## config.mk

```make
export PLATFORM = sky130hd
export DESIGN_NAME = demux1to8_hold
export DESIGN_NICKNAME = d
export VERILOG_FILES = /design/src/rtl/demux1to8_hold_pkg.sv /design/src/rtl/demux1to8_hold_chan_reg.sv /design/src/rtl/demux1to8_hold.sv
export SDC_FILE = /design/constraint.sdc
export NUM_CORES = 1
export LEC_CHECK = 0
export CAP_MARGIN = 25
export CORE_MARGIN = 2
export CORE_UTILIZATION = 50
export DETAILED_ROUTE_END_ITERATION = 16
export PLACE_DENSITY = 0.84
export SYNTH_ARGS = -nofsm -noshare
export SYNTH_HDL_FRONTEND = slang
export SYNTH_SLANG_ARGS = --single-unit
```

## constraint.sdc

```tcl
create_clock -name clk -period 5.1 [get_ports clk]
set_input_delay 1.02 -clock clk [delete_from_list [all_inputs] [get_ports clk]]
set_output_delay 1.02 -clock clk [all_outputs]
set_load 0.02 [all_outputs]
```

## src/rtl/demux1to8_hold_pkg.sv

```systemverilog
// Shared constants for the 1-to-8 holding demultiplexer: channel count,
// select width, default word MSB and the channel index names.
package demux1to8_hold_pkg;

  localparam int NCH       = 8;
  localparam int SEL_W     = 3;
  localparam int N_DEFAULT = 3;

  typedef enum logic [SEL_W-1:0] {
    CH_A = 3'd0,
    CH_B = 3'd1,
    CH_C = 3'd2,
    CH_D = 3'd3,
    CH_E = 3'd4,
    CH_F = 3'd5,
    CH_G = 3'd6,
    CH_H = 3'd7
  } chan_e;

  function automatic logic [NCH-1:0] chanOnehot(input logic [SEL_W-1:0] sel);
    return NCH'(1) << sel;
  endfunction

endpackage

```

## src/rtl/demux1to8_hold_chan_reg.sv

```systemverilog
// One holding register with its valid flag; a write wins over a same-cycle
// ack so a channel can be drained and refilled back to back.
module demux_chan_reg #(
  parameter int N = 3
) (
  input  logic       clk,
  input  logic       rst_n,
  input  logic       i_wr_en,
  input  logic [N:0] i_din,
  input  logic       i_ack,
  output logic [N:0] o_q,
  output logic       o_valid
);

  logic [N:0] r_q;
  logic       r_valid;

  always_ff @(posedge clk or negedge rst_n) begin
    if (!rst_n) begin
      r_q     <= '0;
      r_valid <= 1'b0;
    end else if (i_wr_en) begin
      r_q     <= i_din;
      r_valid <= 1'b1;
    end else if (i_ack) begin
      r_valid <= 1'b0;
    end
  end

  assign o_q     = r_q;
  assign o_valid = r_valid;

endmodule

```

## src/rtl/demux1to8_hold.sv

```systemverilog
// Registered 1-to-8 demultiplexer: routes each accepted word to one of eight
// holding registers chosen by the select bits or by the internal scan pointer.
module demux1to8_hold
  import demux1to8_hold_pkg::*;
#(
  parameter int N = N_DEFAULT
) (
  input  logic           clk,
  input  logic           rst_n,
  input  logic [N:0]     i_din,
  input  logic           i_s0,
  input  logic           i_s1,
  input  logic           i_s2,
  input  logic           i_seq_mode,
  input  logic           i_in_valid,
  output logic           o_in_ready,
  output logic [N:0]     o_a,
  output logic [N:0]     o_b,
  output logic [N:0]     o_c,
  output logic [N:0]     o_d,
  output logic [N:0]     o_e,
  output logic [N:0]     o_f,
  output logic [N:0]     o_g,
  output logic [N:0]     o_h,
  output logic [NCH-1:0] o_out_valid,
  input  logic [NCH-1:0] i_out_ack,
  output logic [SEL_W-1:0] o_ptr,
  output logic           o_frame_done
);

  logic [SEL_W-1:0] r_ptr;
  logic             r_frameDone;

  logic [SEL_W-1:0] w_sel;
  logic             w_accept;
  logic [NCH-1:0]   w_wrEn;
  logic [NCH-1:0]   w_valid;
  logic [N:0]       w_q [NCH];

  // A channel being acked this cycle counts as free, enabling same-cycle refill.
  assign w_sel      = i_seq_mode ? r_ptr : {i_s2, i_s1, i_s0};
  assign o_in_ready = ~w_valid[w_sel] | i_out_ack[w_sel];
  assign w_accept   = i_in_valid & o_in_ready;
  assign w_wrEn     = w_accept ? chanOnehot(w_sel) : '0;

  for (genvar k = 0; k < NCH; k++) begin : g_chan
    demux_chan_reg #(.N(N)) u_chan (
      .clk     (clk),
      .rst_n   (rst_n),
      .i_wr_en (w_wrEn[k]),
      .i_din   (i_din),
      .i_ack   (i_out_ack[k]),
      .o_q     (w_q[k]),
      .o_valid (w_valid[k])
    );
  end

  // The pointer only moves on accepted words in scan mode and is never
  // disturbed by toggling the mode.
  always_ff @(posedge clk or negedge rst_n) begin
    if (!rst_n) begin
      r_ptr       <= '0;
      r_frameDone <= 1'b0;
    end else begin
      r_frameDone <= w_accept & i_seq_mode & (r_ptr == CH_H);
      if (w_accept && i_seq_mode) begin
        r_ptr <= r_ptr + 1'b1;
      end
    end
  end

  assign o_a          = w_q[CH_A];
  assign o_b          = w_q[CH_B];
  assign o_c          = w_q[CH_C];
  assign o_d          = w_q[CH_D];
  assign o_e          = w_q[CH_E];
  assign o_f          = w_q[CH_F];
  assign o_g          = w_q[CH_G];
  assign o_h          = w_q[CH_H];
  assign o_out_valid  = w_valid;
  assign o_ptr        = r_ptr;
  assign o_frame_done = r_frameDone;

endmodule

```

==> flow_summary.yaml, run 1 <==
logic_synthesis:
  syn_nets: 173
  yosys.area.top_type: "dfrtp_1"
  synth_compound_gate_area_share_pct: 6.77
  synth_xor_area_share_pct: 0.409
  ys_seq_area_share_pct: 51.4
  async_flop_share_pct: 100
  netlist_instances: 152
  yosysMostFrequentCell: "dfrtp_1"
  ys_ff_latch: 44
  synthFlopType: "dfrtp_1"
  synthTopCellsByCount: "44 x dfrtp_1, 30 x mux2_1, 10 x inv_1"
  synth_adder_area_share_pct: 1.17
  syn_area_per_cell_um2: 14.1
  netlist_area_um2: 2140
  synth_top_family_by_area: "multiplexers"
  synthSimpleGateAreaFrac_pct: 13.1
  synth_mux_area_share_pct: 21.5
  synth_cell_type_count: 35
  synth-edff-count: 0
  synth_area_leaders: "dfrtp_1 51%, mux2_1 16%, nor3_4 6.8%, buf_4 2.8%, a21o_1 2.1%"
  yosysWarnings: 0
  synth_top_area_share_pct: 51.4
clock_network:
  clock_path_buffers: 2
  cts_resized: 0
  clk_latency_ns: 0.29
  clkSinkCount: 44
  numCtsBuffers: 5
  cts_tree: "yes"
  cts_hold_buffers: 0
  post_cts_buffers: 0
  root_buffer: "clkbuf_8"
  htree_levels: 2
  path_clk_slew_ns: 0.08
sta:
  slew_viol_final: 0
  rsz0062_at_grt: "no"
  finalClockSkew_ns: 0.00366
  tns_ns: 0
  fmax_ghz: 0.219
  relSlewSlack_pct: 38.1
  tightest_slew_ns: 0.929
  hold_viol: 0
  period_share_pct: 89.6
  period_minus_slack_ns: 4.57
  finalSetupViolations: 0
detailed_routing:
  vias: 1457
  vias_per_cell: 5.52
  wl_per_cell_um: 18.1
  postRouteAntennaNets: 0
  drt_iter0_markers: 40
  routed_wirelength_um: 4780
  drc_errors: 0
  firstDrtPassIters: 4
critical_path:
  rrSetupSlack_ns: 2.55
  critPathLaunch: "i_seq_mode"
  r2r_end: "g_chan[4].u_chan.o_q[3]"
  cp.arrival_ns: 3.55
  worstSetupPathType: "in -> out"
  startpoint_type: "primary input"
  r2r_cells: 5
  rr_startpoint: "o_ptr[0]"
  cp_max_fo: 11
  crit_path_end_kind: "primary output"
  required_ns: 4.08
worst_hold_path:
  hold_class: "reg -> reg"
  min_to: "g_chan[2].u_chan.o_q[2]"
  min_path_cells: 1
  hold_start: "g_chan[2].u_chan.o_q[2]"
power_and_ir_drop:
  pwr_density_cell_nw_per_um2: 570
  peakVddDrop_mv: 0.349
  leakagePower_uw: 0.00125
final_layout:
  drive_above_1_share_pct: 15.9
  area_growth_syn_to_layout_pct: 32.6
  final_core_util_pct: 70.0
  fillers: 273
  antenna_cells: 0
  nets: 234
floorplan:
  core_um2: 4060
  fp.dieW_um: 69.5
  rows: 23
  die_area_um2: 4830
  fp.dieH_um: 69.5
  ioPinCount: 64
  initial_core_util_pct: 52.8
grt:
  antenna_found_initial: 0
  grt_pass1_wl_um: 8180
  grt_usage_pct: 21.5
  grt_start_max_net_pins: 45
  first_global_vias: 1639
  overflow: 0
flow_run:
  cap_violations: 0
placed_design:
  dpl.hpwl_um: 3620
  gp_congestion: 0.899
  port_buffers: 63
run_status:
  status: "completed"
[stage by stage]
step	setup slack [ns]	cells	hold slack [ns]	total power (µW)	instance area (µm²)
final	0.530	264	0.486	1620	2840
after global routing	0.386	264	0.516	1720	2840
after CTS	0.539	264	0.492	1640	2840
after detailed placement	0.542	256	0.474	1420	2760
after global placement	0.612	256	0.469	1390	2760
after floorplan	1.65	152	0.465	1040	2140
[logic make-up (layout without fill, tap and decap cells)]
family | after synthesis | in the layout
multiplexers | 39 | 39
AO/OA/AOI/OAI | 18 | 18
adder cells (fa/ha/maj) | 2 | 2
buffers and inverters | 20 | 82
AND/OR/NAND/NOR | 28 | 28
XOR/XNOR | 1 | 1
flip-flops | 44 | 44
[sequential cells by signal (all words and copies together), names as in the netlist]
name,flops
g_chan.u_chan.o_q,32
o_ptr,3
g_chan.u_chan.o_valid,8
o_frame_done,1
[power by group]
group / switching, µW / total, µW / leakage (µW) / internal (µW)
clock: 111 / 209 / 0.0000424 / 97.8
sequential: 109 / 610 / 0.000543 / 501
combinational: 395 / 802 / 0.000664 / 407
[worst max-delay path, cell delays in order]
cell and delay [ns]:
clkdlybuf4s50_1 0.49, buf_4 0.22, a31oi_2 0.42, o221ai_2 0.17, nor3b_4 0.56, nor2_1 0.11, clkdlybuf4s50_1 0.56
[cell type report]
type                       instances  area [µm²]  share of cell area (%)
inverter                          10        37.5                    1.32
timing repair buffer              64         633                    22.3
multi-input combinational         88         922                    32.5
clock buffer                       7        76.3                    2.69
tap                               50        62.6                    2.20
sequential                        44        1100                    38.7
clock inverter                     1        8.76                   0.308
[worst max path at each step]
stage                       to  slack [ns]  depth (start not counted)
finish              o_in_ready        0.53                          7
global route        o_in_ready        0.39                          7
CTS                 o_in_ready        0.54                          7
detailed placement  o_in_ready        0.54                          7
global placement    o_in_ready        0.61                          7
floorplan           o_in_ready        1.65                          5
[routing by layer]
layer | track usage [%] | wire length [µm] | up-vias
met1 | 27.3 | 2030 | 730
met5 | 0 | 0 | -
met3 | 6.10 | 332 | 9
li1 | - | - | 657
met2 | 35.8 | 2340 | 61
met4 | 6.75 | 82 | 0
[placed cells by master, fill, tap and decap left out, types with 2 or more instances in the layout]
master and instances:
clkdlybuf4s50_1 62, dfrtp_1 44, mux2_1 30, inv_1 10, nor3_4 9, a21o_1 6, clkbuf_8 5, nand2_1 4
mux2_2 4, mux2i_1 3, o21ai_0 3, nand4_1 2, nor2_1 2, or2b_2 2, a21o_2 2, ha_1 2
clkbuf_1 2
Power figures use the tool's default switching activity.
==> run 2: changes to the inputs <==
--- a/config.mk
+++ b/config.mk
@@ -10,6 +10,7 @@
 export CORE_UTILIZATION = 50
 export DETAILED_ROUTE_END_ITERATION = 16
 export PLACE_DENSITY = 0.84
+export SLEW_MARGIN = 10
 export SYNTH_ARGS = -nofsm -noshare
 export SYNTH_HDL_FRONTEND = slang
 export SYNTH_SLANG_ARGS = --single-unit
==> results of run 2 <==
Same layout as run 1: the final DEF is identical, and so are final timing and power.
